**config.mk**
```make
export PLATFORM = sky130hd
export DESIGN_NAME = uart_tx_engine
export DESIGN_NICKNAME = d
export VERILOG_FILES = /design/src/rtl/uart_tx_engine.sv
export SDC_FILE = /design/constraint.sdc
export NUM_CORES = 1
export LEC_CHECK = 0
export CAP_MARGIN = 20
export CORE_MARGIN = 2
export CORE_UTILIZATION = 54
export CTS_CLUSTER_DIAMETER = 150
export DETAILED_ROUTE_END_ITERATION = 6
export GPL_TIMING_DRIVEN = 1
export PLACE_DENSITY = 0.87
export SYNTH_ARGS = -nofsm -noshare
export SYNTH_HDL_FRONTEND = slang
export SYNTH_SLANG_ARGS = --single-unit
```
**constraint.sdc**
```tcl
create_clock -name clock -period 6 [get_ports clock]
set_input_delay 0.6 -clock clock [delete_from_list [all_inputs] [get_ports clock]]
set_output_delay 0.6 -clock clock [all_outputs]
set_load 0.05 [all_outputs]
```
**src/rtl/uart_tx_engine.sv**
```systemverilog
// UART transmit control engine: latches a byte, builds the 11-bit serial frame
// and sequences the load/shift strobes for the downstream shift register.
module uart_tx_engine #(
   parameter int BT_W    = 19,
   parameter int FRAME_W = 11
) (
   input  logic               clock,
   input  logic               reset,
   input  logic               write,
   input  logic [7:0]         data_in,
   input  logic               eight,
   input  logic               pen,
   input  logic               ohel,
   input  logic [BT_W-1:0]    bit_time,
   output logic [FRAME_W-1:0] frame_out,
   output logic               load,
   output logic               shift,
   output logic               tx_ready,
   output logic               tx_done
);

   localparam logic [1:0] IDLE = 2'd0;
   localparam logic [1:0] LOAD = 2'd1;
   localparam logic [1:0] SEND = 2'd2;

   localparam logic [3:0]      LAST_BIT = 4'd10;
   localparam logic [BT_W-1:0] BT_ONE   = {{(BT_W-1){1'b0}}, 1'b1};

   logic [1:0]         state_q, state_d;
   logic [FRAME_W-1:0] frame_q, frame_d;
   logic [BT_W-1:0]    bt_q, bt_d;
   logic [BT_W-1:0]    bt_cnt_q, bt_cnt_d;
   logic [3:0]         bit_cnt_q, bit_cnt_d;
   logic               bit_end_s;

   function automatic logic parity_f(input logic [7:0] d, input logic [7:0] mask,
                                     input logic odd);
      return (^(d & mask)) ^ odd;
   endfunction

   // Bit 0 is the start bit; everything above the data/parity field is stop padding.
   function automatic logic [FRAME_W-1:0] build_frame(input logic [7:0] d, input logic e,
                                                      input logic p, input logic o);
      logic [FRAME_W-1:0] f;
      f      = {FRAME_W{1'b1}};
      f[0]   = 1'b0;
      f[7:1] = d[6:0];
      if (e) begin
         f[8] = d[7];
         f[9] = p ? parity_f(d, 8'hFF, o) : 1'b1;
      end else begin
         f[8] = p ? parity_f(d, 8'h7F, o) : 1'b1;
      end
      return f;
   endfunction

   assign bit_end_s = (state_q == SEND) && (bt_cnt_q == (bt_q - BT_ONE));

   assign frame_out = frame_q;
   assign load      = (state_q == LOAD);
   assign tx_ready  = (state_q == IDLE);
   assign shift     = bit_end_s && (bit_cnt_q != LAST_BIT);
   assign tx_done   = bit_end_s && (bit_cnt_q == LAST_BIT);

   // Next-state and datapath decode for the IDLE -> LOAD -> SEND sequence.
   always_comb begin
      state_d   = state_q;
      frame_d   = frame_q;
      bt_d      = bt_q;
      bt_cnt_d  = bt_cnt_q;
      bit_cnt_d = bit_cnt_q;
      case (state_q)
         IDLE: begin
            if (write) begin
               state_d = LOAD;
               frame_d = build_frame(data_in, eight, pen, ohel);
               bt_d    = (bit_time == {BT_W{1'b0}}) ? BT_ONE : bit_time;
            end else begin
               state_d = IDLE;
            end
         end
         LOAD: begin
            state_d   = SEND;
            bt_cnt_d  = {BT_W{1'b0}};
            bit_cnt_d = 4'd0;
         end
         SEND: begin
            if (bit_end_s) begin
               bt_cnt_d = {BT_W{1'b0}};
               if (bit_cnt_q == LAST_BIT) begin
                  state_d = IDLE;
               end else begin
                  bit_cnt_d = bit_cnt_q + 4'd1;
               end
            end else begin
               bt_cnt_d = bt_cnt_q + BT_ONE;
            end
         end
         default: begin
            state_d = IDLE;
         end
      endcase
   end

   // State registers; reset aborts any frame in flight.
   always_ff @(posedge clock or negedge reset) begin
      if (!reset) begin
         state_q   <= IDLE;
         frame_q   <= {FRAME_W{1'b1}};
         bt_q      <= BT_ONE;
         bt_cnt_q  <= {BT_W{1'b0}};
         bit_cnt_q <= 4'd0;
      end else begin
         state_q   <= state_d;
         frame_q   <= frame_d;
         bt_q      <= bt_d;
         bt_cnt_q  <= bt_cnt_d;
         bit_cnt_q <= bit_cnt_d;
      end
   end

endmodule

```
==> reports/qor.txt, run 1 <==
Post-synth EDFFs - 0
Max Slew Vio Count - 0
post-synth cell types - 55
crit-path cells - inv_1, ha_1, or4b_1, nor4b_4, mux2i_1, or3_1, a32o_1, nor4b_1, and3_1, clkdlybuf4s50_1
Synth-to-Final Area Change - 17.47%
CP startpoint kind - flip-flop
Synth top area share - 32.32%
Final setup viols - 0
power per cell area - 415.0 nW/um^2
Synth area leaders - dfrtp_1 (32%), mux2_2 (8.8%), dfstp_2 (8.7%), xnor2_1 (7.1%), xor2_1 (4.2%)
layout cells sized above 1 - 15.41%
Die Y - 82.52 um
Iter 0 DRT Violations - 133
Post-DP HPWL - 5.386 mm
num ports - 48
Clock Path Buffers - 2
Post-CTS Setup Repair Bufs - 0
DR WL/cell - 16.23 um
vias per cell - 5.935
TritonRoute pass-1 iters - 4
top cells by count, synth - dfrtp_1 (43), xnor2_1 (27), mux2_2 (26), nor3_1 (24), nor2_1 (20)
FF+latch count, synth - 54
initial antenna violation count - 0
top cell type by total area after synthesis - dfrtp_1
Avg Inst Size Synth - 10.15 sq um
GR Util All Layers - 23.22%
total number of vias - 2641
Most used DFF post-synth - dfrtp_1
Slew @ Worst Pin - 1089 ps
final wirelength - 7.224 mm
Sum Neg Setup Slack - 0 ps
Rows - 28
hold_buf cts - 0
mapped cell area - 3329 sq um
Seq/Total Area, Yosys - 41.00%
Tmin final - 4904 ps
synth warn - 0
Final Wtd Congestion - 0.8790
clock net sink count - 54
first-pass GRT wire length - 12.05 mm
CP top delay family - simple AND/OR/NAND/NOR gates
largest net degree at the start of global routing - 55
VDD IR max - 0.3664 mV
HP Class - in2async
Worst Path Required - 5400 ps
ANT nets after route - 0
status - complete, no violations
CP Capture Type - output port
Rel. slew slack - 27.15%
starting density of the core - 55.90%
CTS Buf Count - 5
syn nets - 368
Post-synth ARST share - 100.0%
count leader, synth - dfrtp_1
max incr delay on CP - 800 ps
Die ar. - 6810 sq um
IO buf count - 46
final worst-path cycle share - 81.74%
Pleak - 1.554 nW
final core occ - 65.67%
die width - 82.52 um
maxcap violations - 0
Critical Path Fanout Max - 10
Post-Synthesis Cells - 328
antenna fix cells - 0
worst path buffer plus inverter count - 2
Root Buffer - clkbuf_8
post-CTS sizing - 0
CTS H-tree depth - 2
Crit Path Class - reg2out
CP max stage cell - clkdlybuf4s50_1
nets@finish - 409
TritonCTS clock tree - built
clock skew - 4.955 ps
drc violations - 0
total gr overflow - 0
number of global-route vias before repair - 2579
final hold violations - 0
CP Data Arrival Time - 4300 ps
clk slew on worst S/H paths - 100 ps
worst skew pair latency - 320 ps
core area - 5956 sq um
RSZ-0062 raised after global routing - no
Peak Freq - 203.9 MHz
[path summary, 6_finish.rpt]
kind,endpoint,cells past startpoint,startpoint,slack (ps)
min,bt_q[15]$_DFFE_PN0P_,2,reset,400
min reg2reg,frame_out[0]$_DFFE_PN1P_,1,frame_out[0]$_DFFE_PN1P_,500
min in group clock,frame_out[0]$_DFFE_PN1P_,1,frame_out[0]$_DFFE_PN1P_,500
max,tx_done,10,bt_q[1]$_DFFE_PN0P_,1100
max in group asynchronous,state_q[0]$_DFFE_PN0P_,2,reset,5170
max reg2reg,bt_cnt_q[8]$_DFFE_PN0P_,9,bt_q[1]$_DFFE_PN0P_,2360
[kinds of logic (layout without fill, tap and decap cells)]
logic type | count (synthesis) | count (layout) | synth area share, %
buffers and inverters | 26 | 68 | 3.532
AO/OA/AOI/OAI | 39 | 39 | 8.644
adder cells (fa/ha/maj) | 7 | 7 | 2.630
flip-flops | 54 | 54 | 41.00
XOR/XNOR | 43 | 43 | 11.31
multiplexers | 31 | 31 | 10.33
other | 1 | 1 | 0.1126
AND/OR/NAND/NOR | 127 | 127 | 22.44
[stage by stage]
step | cells | hold slack, ps | worst slack [ps] | power [mW] | cell area (sq um)
floorplan | 328 | 304.4 | 2271 | 1.197 | 3329
global placement | 437 | 466.9 | 1630 | 1.374 | 3821
detailed placement | 437 | 485.8 | 1485 | 1.407 | 3821
CTS | 445 | 421.1 | 1131 | 1.622 | 3911
global route | 445 | 459.3 | 812.8 | 1.712 | 3911
finish | 445 | 399.9 | 1096 | 1.623 | 3911
[cell type report]
class                           instances  area, sq um
Inverter                               12        45.04
Clock inverter                          3        21.27
Clock buffer                            5        68.82
Sequential cell                        54         1365
Timing Repair Buffer                   48        470.5
Tap cell                               75        93.84
Fill cell                             475         2044
Multi-Input combinational cell        248         1847
[registers in the layout, indices dropped and copies added (netlist names)]
signal,count
bt_cnt_q,19
state_q,2
bit_cnt_q,4
bt_q,19
frame_out,10
[layout by cell type (no fill, tap or decap), types with 3 or more instances in the layout]
cell type / count
a21oi_1: 10
a311oi_1: 3
a31oi_1: 4
and3_1: 6
and4_1: 3
clkbuf_8: 5
clkdlybuf4s50_1: 45
dfrtp_1: 43
dfstp_2: 11
ha_1: 7
inv_1: 12
mux2_2: 26
mux2i_1: 4
nand2_1: 15
nand2b_1: 5
nand3_1: 7
nand3b_1: 3
nand4_1: 6
nor2_1: 20
nor2b_1: 3
nor3_1: 24
nor3b_1: 3
nor4_1: 11
nor4b_1: 3
o21ai_0: 5
or4_1: 6
xnor2_1: 27
xor2_1: 16
[per-layer routing]
layer  global-route usage, %  vias up  routed length (um)
li1                        -     1274                   -
met1                   29.26     1271                3182
met2                   40.00       75                3599
met3                   4.130       21                 262
met4                   8.361        0                 179
met5                       0        -                   0
[power by group]
part | total [mW] | switching, mW | internal (mW)
combinational | 0.785 | 0.454 | 0.332
clock | 0.211 | 0.129 | 0.0824
sequential | 0.627 | 0.130 | 0.497
[worst reg2reg max path, delay by kind of cell (launching register included)]
kind,cells,cell delay [ps]
AND/OR/NAND/NOR,6,2560
AO/OA/AOI/OAI,1,180
flip-flops,1,430
buffers and inverters,1,80
adder cells (fa/ha/maj),1,250
Note: power is estimated with default switching activity, not from simulation.
==> inputs of run 2 (changes only) <==
Settings changed: CORE_UTILIZATION 54 to 50, PLACE_DENSITY 0.87 to 0.85.
Clock period 6 ns to 4.34 ns, I/O delays scaled along.
==> reports/qor.txt, run 2 (same netlist as run 1, synthesis figures left out) <==
number of global-route vias before repair - 2581
final core occ - 62.13%
TritonRoute pass-1 iters - 5
Sum Neg Setup Slack - 0 ps
worst skew pair latency - 310 ps
Critical Path Start - bt_q[0]$_DFFE_PN1P_
Die Y - 85.60 um
VDD IR max - 0.4176 mV
met2 Use GR - 34.66%
power per cell area - 578.5 nW/um^2
Global Route met3 Usage - 4.331%
clk slew on worst S/H paths - 100 ps
CTS H-tree depth - 2
largest net degree at the start of global routing - 55
Worst Path Required - 3910 ps
status - complete, no violations
antenna fix cells - 0
CP max stage cell - or4b_1
post-route insts no fill - 448
total number of vias - 2659
initial antenna violation count - 0
worst reg2reg path startpoint - bt_q[0]$_DFFE_PN1P_
Critical Path Fanout Max - 10
clock net sink count - 54
Rows - 29
num ports - 48
total gr overflow - 0
drc violations - 0
final worst-path cycle share - 93.14%
worst path buffer plus inverter count - 2
placed insts - 439
Root Buffer - clkbuf_8
starting density of the core - 52.14%
Post-DP HPWL - 5.301 mm
Final Wtd Congestion - 0.8011
Synth-to-Final Area Change - 19.17%
Top Usage Layer GRT - met2
Rel. slew slack - 43.73%
vias per cell - 5.935
CP top delay family - simple AND/OR/NAND/NOR gates
clock skew - 4.696 ps
DR WL/cell - 15.76 um
Clock Path Buffers - 2
HP Class - in2async
Pwr Total - 2.295 mW
Max Slew Vio Count - 0
CP Capture Type - output port
CP startpoint kind - flip-flop
maxcap violations - 0
layout cells sized above 1 - 16.17%
final wirelength - 7.060 mm
Crit Path Class - reg2out
Final setup viols - 0
Die ar. - 7327 sq um
CP Data Arrival Time - 3610 ps
Peak Freq - 247.4 MHz
crit-path cells - inv_1, ha_1, or4b_1, nor4b_4, mux2i_1, or3_1, a32o_1, nor4b_2, and3_1, buf_12
most frequent cells in the layout - dfrtp_1 (43), clkdlybuf4s50_1 (43), xnor2_1 (27), mux2_2 (26), nor3_1 (24)
nets@finish - 410
GR Util met1 - 26.78%
Slew @ Worst Pin - 835.2 ps
Pleak - 1.576 nW
die width - 85.60 um
Tmin final - 4042 ps
first-pass GRT wire length - 12.10 mm
Hold WS - 238.1 ps
Iter 0 DRT Violations - 203
max incr delay on CP - 600 ps
ANT nets after route - 0
CTS Buf Count - 5
RSZ-0062 raised after global routing - no
final hold violations - 0
GR Util All Layers - 20.66%
TritonCTS clock tree - built
core area - 6386 sq um
IO buf count - 46
## run 2: routing by layer
metal,vias up,share of wire [%]
met5,-,0
met4,0,2.4
met1,1288,43
met2,84,50
li1,1272,-
met3,15,5.0
## run 2: final cells by class
class	count	area [sq um]
clock buffers	6	72.57
clock inverters	2	37.54
fillers	490	2419
inverters	12	45.04
multi-input cells	248	1853
flip-flops and latches	54	1365
well taps	77	96.34
repair buffers	49	498.0
## run 2: metrics by stage
stage / instance area (sq um) / setup slack (ps)
6_report: 3968 / 297.8
5_1_grt: 3968 / 42.97
4_1_cts: 3954 / 247.2
3_5_place_dp: 3844 / 604.6
3_3_place_gp: 3844 / 733.6
2_1_floorplan: 3329 / 776.6
## run 2: path summary, 6_finish.rpt
kind                       slack (ps)  depth (start not counted)                        to
min in group clock                500                          1  frame_out[0]$_DFFE_PN1P_
max in group asynchronous        3660                          2  bit_cnt_q[1]$_DFFE_PN0P_
max                               300                         10                   tx_done
min                               240                          2       bt_q[2]$_DFFE_PN0P_
max reg2reg                       660                          9   bt_cnt_q[5]$_DFFE_PN0P_
min reg2reg                       500                          1  frame_out[0]$_DFFE_PN1P_
## run 2: worst reg2reg max path, cell delays in order, from the launching register on
cell	delay, ps
dfstp_2	400
inv_1	90
ha_1	270
or4b_1	600
nor4_1	460
a21oi_1	200
nor4_1	370
nand3_1	290
nor4_4	680
nor3_1	150
## run 2: timing repair
action / CTS / global route
gates resized for setup: 0 / 1
setup buffers: 0 / 0
setup endpoints to repair: 0 / 2
hold buffers: 0 / 0
## run 2: power breakdown
group / internal, mW / switching [mW] / total [mW]
logic: 0.468 / 0.623 / 1.09
clock network: 0.172 / 0.168 / 0.340
registers: 0.687 / 0.178 / 0.864
total: 1.33 / 0.968 / 2.30
==> inputs of run 3 (changes only) <==
Settings changed: ABC_AREA set to 1, CORE_UTILIZATION 50 to 51, SLEW_MARGIN set to 0.
==> reports/qor.txt, run 3 <==
worst skew pair latency - 320 ps
number of global-route vias before repair - 3554
crit-path most repeated cell - nand2_1
CP startpoint kind - flip-flop
max incr delay on CP - 810 ps
core area - 7292 sq um
antenna fix cells - 0
Post-synth EDFFs - 0
CP Capture Type - output port
worst slack, placed - 1011 ps
Die ar. - 8247 sq um
Root Buffer - clkbuf_8
status - complete, no violations
DR WL/cell - 13.86 um
initial antenna violation count - 0
Clock Path Buffers - 2
top cells by count, synth - nand2_1 (184), inv_1 (55), nor2_1 (51), dfrtp_1 (43), nand3_1 (26)
Rel. slew slack - 51.79%
CP max stage cell - clkdlybuf4s50_1
count leader, synth - nand2_1
Most used DFF post-synth - dfrtp_1
ANT nets after route - 0
Die Y - 90.82 um
commonest non-fill, non-tap cell in the layout - nand2_1
Pleak - 2.251 nW
final hold violations - 0
post-synth cell types - 38
Post-Synthesis Cells - 541
Crit Path Class - reg2out
Final Worst Setup Slack - 657.1 ps
Max Slew Vio Count - 0
clock skew - 9.445 ps
total number of vias - 3630
FF+latch count, synth - 54
Tmin final - 3683 ps
Peak Freq - 271.5 MHz
syn nets - 581
CTS H-tree depth - 2
Synth area leaders - dfrtp_1 (28%), nand2_1 (18%), dfstp_2 (7.5%), inv_1 (5.4%), nor2_1 (5.0%)
layout cells sized above 1 - 9.589%
starting density of the core - 52.71%
clk slew on worst S/H paths - 110 ps
Worst Path Required - 3910 ps
TritonRoute pass-1 iters - 5
hold_buf cts - 0
crit-path cells - inv_1, ha_1, or2_2, nand2_1, nand2_1, nand2_1, nand2_1, nor2_1, nand2_1, nor2_1, nand2_1, nor2_1, nand2_1, nor2_1, clkdlybuf4s50_1
Post-synth ARST share - 100.0%
clock net sink count - 54
Synth top area share - 27.99%
power per cell area - 205.8 nW/um^2
mapped cell area - 3844 sq um
CTS Buf Count - 5
Hold WS - 242.1 ps
total gr overflow - 0
Sum Neg Setup Slack - 0 ps
final wirelength - 9.467 mm
Synth-to-Final Area Change - 16.44%
final worst-path cycle share - 84.86%
synth warn - 0
vias per cell - 5.315
post-CTS sizing - 0
Final setup viols - 0
RSZ-0062 raised after global routing - no
GR Util All Layers - 24.39%
most frequent cells in the layout - nand2_1 (184), inv_1 (55), nor2_1 (51), clkdlybuf4s50_1 (45), dfrtp_1 (43)
Iter 0 DRT Violations - 268
nets@finish - 623
Critical Path Fanout Max - 3
Post-DP HPWL - 7.223 mm
maxcap violations - 0
worst path buffer plus inverter count - 2
HP Class - in2async
CP top delay family - simple AND/OR/NAND/NOR gates
Final Wtd Congestion - 0.9717
largest net degree at the start of global routing - 55
Avg Inst Size Synth - 7.105 sq um
VDD IR max - 0.1911 mV
drc violations - 0
CP Data Arrival Time - 3250 ps
Slew @ Worst Pin - 722.4 ps
top cell type by total area after synthesis - dfrtp_1
IO buf count - 46
num ports - 48
Rows - 31
first-pass GRT wire length - 16.44 mm
die width - 90.82 um
Post-CTS Setup Repair Bufs - 0
Seq/Total Area, Yosys - 35.51%
TritonCTS clock tree - built
==> run 3: cell types whose count changed after synthesis, sizes merged, moves of 10 or more <==
| cell | delta |
|---|---|
| nor3 | -20 |
| inv | +45 |
| nand2 | +177 |
| mux2 | -27 |
| nand3 | +23 |
| o21ai | +17 |
| xnor2 | -10 |
| nor2 | +47 |
==> run 3: path summary, 6_finish.rpt <==
check | endpoint | startpoint | slack (ps) | depth (start not counted)
min reg2reg | frame_out[0]$_DFFE_PN1P_ | frame_out[0]$_DFFE_PN1P_ | 450 | 2
max in group asynchronous | bt_q[10]$_DFFE_PN0P_ | reset | 3670 | 2
min in group clock | frame_out[0]$_DFFE_PN1P_ | frame_out[0]$_DFFE_PN1P_ | 450 | 2
max | tx_done | bt_q[0]$_DFFE_PN1P_ | 660 | 15
max reg2reg | bit_cnt_q[3]$_DFFE_PN0P_ | bt_q[0]$_DFFE_PN1P_ | 1860 | 13
min | bt_q[8]$_DFFE_PN0P_ | reset | 240 | 2
==> run 3: final cells by class <==
cell class / count / area [sq um]
fill: 660 / 2816
multi-input combinational: 416 / 2183
sequential: 54 / 1365
timing repair buffer: 49 / 478.0
inverter: 57 / 214.0
tap: 99 / 123.9
clock buffer: 6 / 72.57
clock inverter: 2 / 38.79
==> run 3: cell families (layout without fill, tap and decap cells) <==
family / Yosys count / after routing / share of synthesized area [%]
AND/OR/NAND/NOR: 322 / 322 / 38.93
buffers and inverters: 71 / 114 / 7.682
flip-flops: 54 / 54 / 35.51
AO/OA/AOI/OAI: 47 / 47 / 6.576
XOR/XNOR: 38 / 38 / 8.659
adder cells (fa/ha/maj): 7 / 7 / 2.279
other: 1 / 1 / 0.09756
multiplexers: 1 / 1 / 0.2604
==> run 3: report_power, final <==
group | switching [mW] | internal (mW) | total [mW]
clock | 0.177 | 0.174 | 0.351
combinational | 0.0311 | 0.0357 | 0.0668
sequential | 0 | 0.503 | 0.503
total | 0.208 | 0.713 | 0.921
==> run 3: per-stage QoR <==
| stage | std cells | util, % | power (mW) | instance area [sq um] |
|---|---|---|---|---|
| floorplan | 541 | - | 0.5349 | 3844 |
| global placement | 675 | 59.85 | 0.5780 | 4364 |
| detailed placement | 675 | 59.85 | 0.5802 | 4364 |
| CTS | 683 | 61.38 | 0.9310 | 4476 |
| global route | 683 | 61.38 | 0.9494 | 4476 |
| finish | 683 | 61.38 | 0.9211 | 4476 |
==> run 3: per-layer routing <==
layer | vias up | share of wire [%] | track usage, %
li1 | 1775 | - | -
met1 | 1700 | 45 | 32.50
met2 | 127 | 47 | 40.61
met3 | 28 | 4.6 | 2.671
met4 | 0 | 3.2 | 9.848
met5 | - | 0 | 0
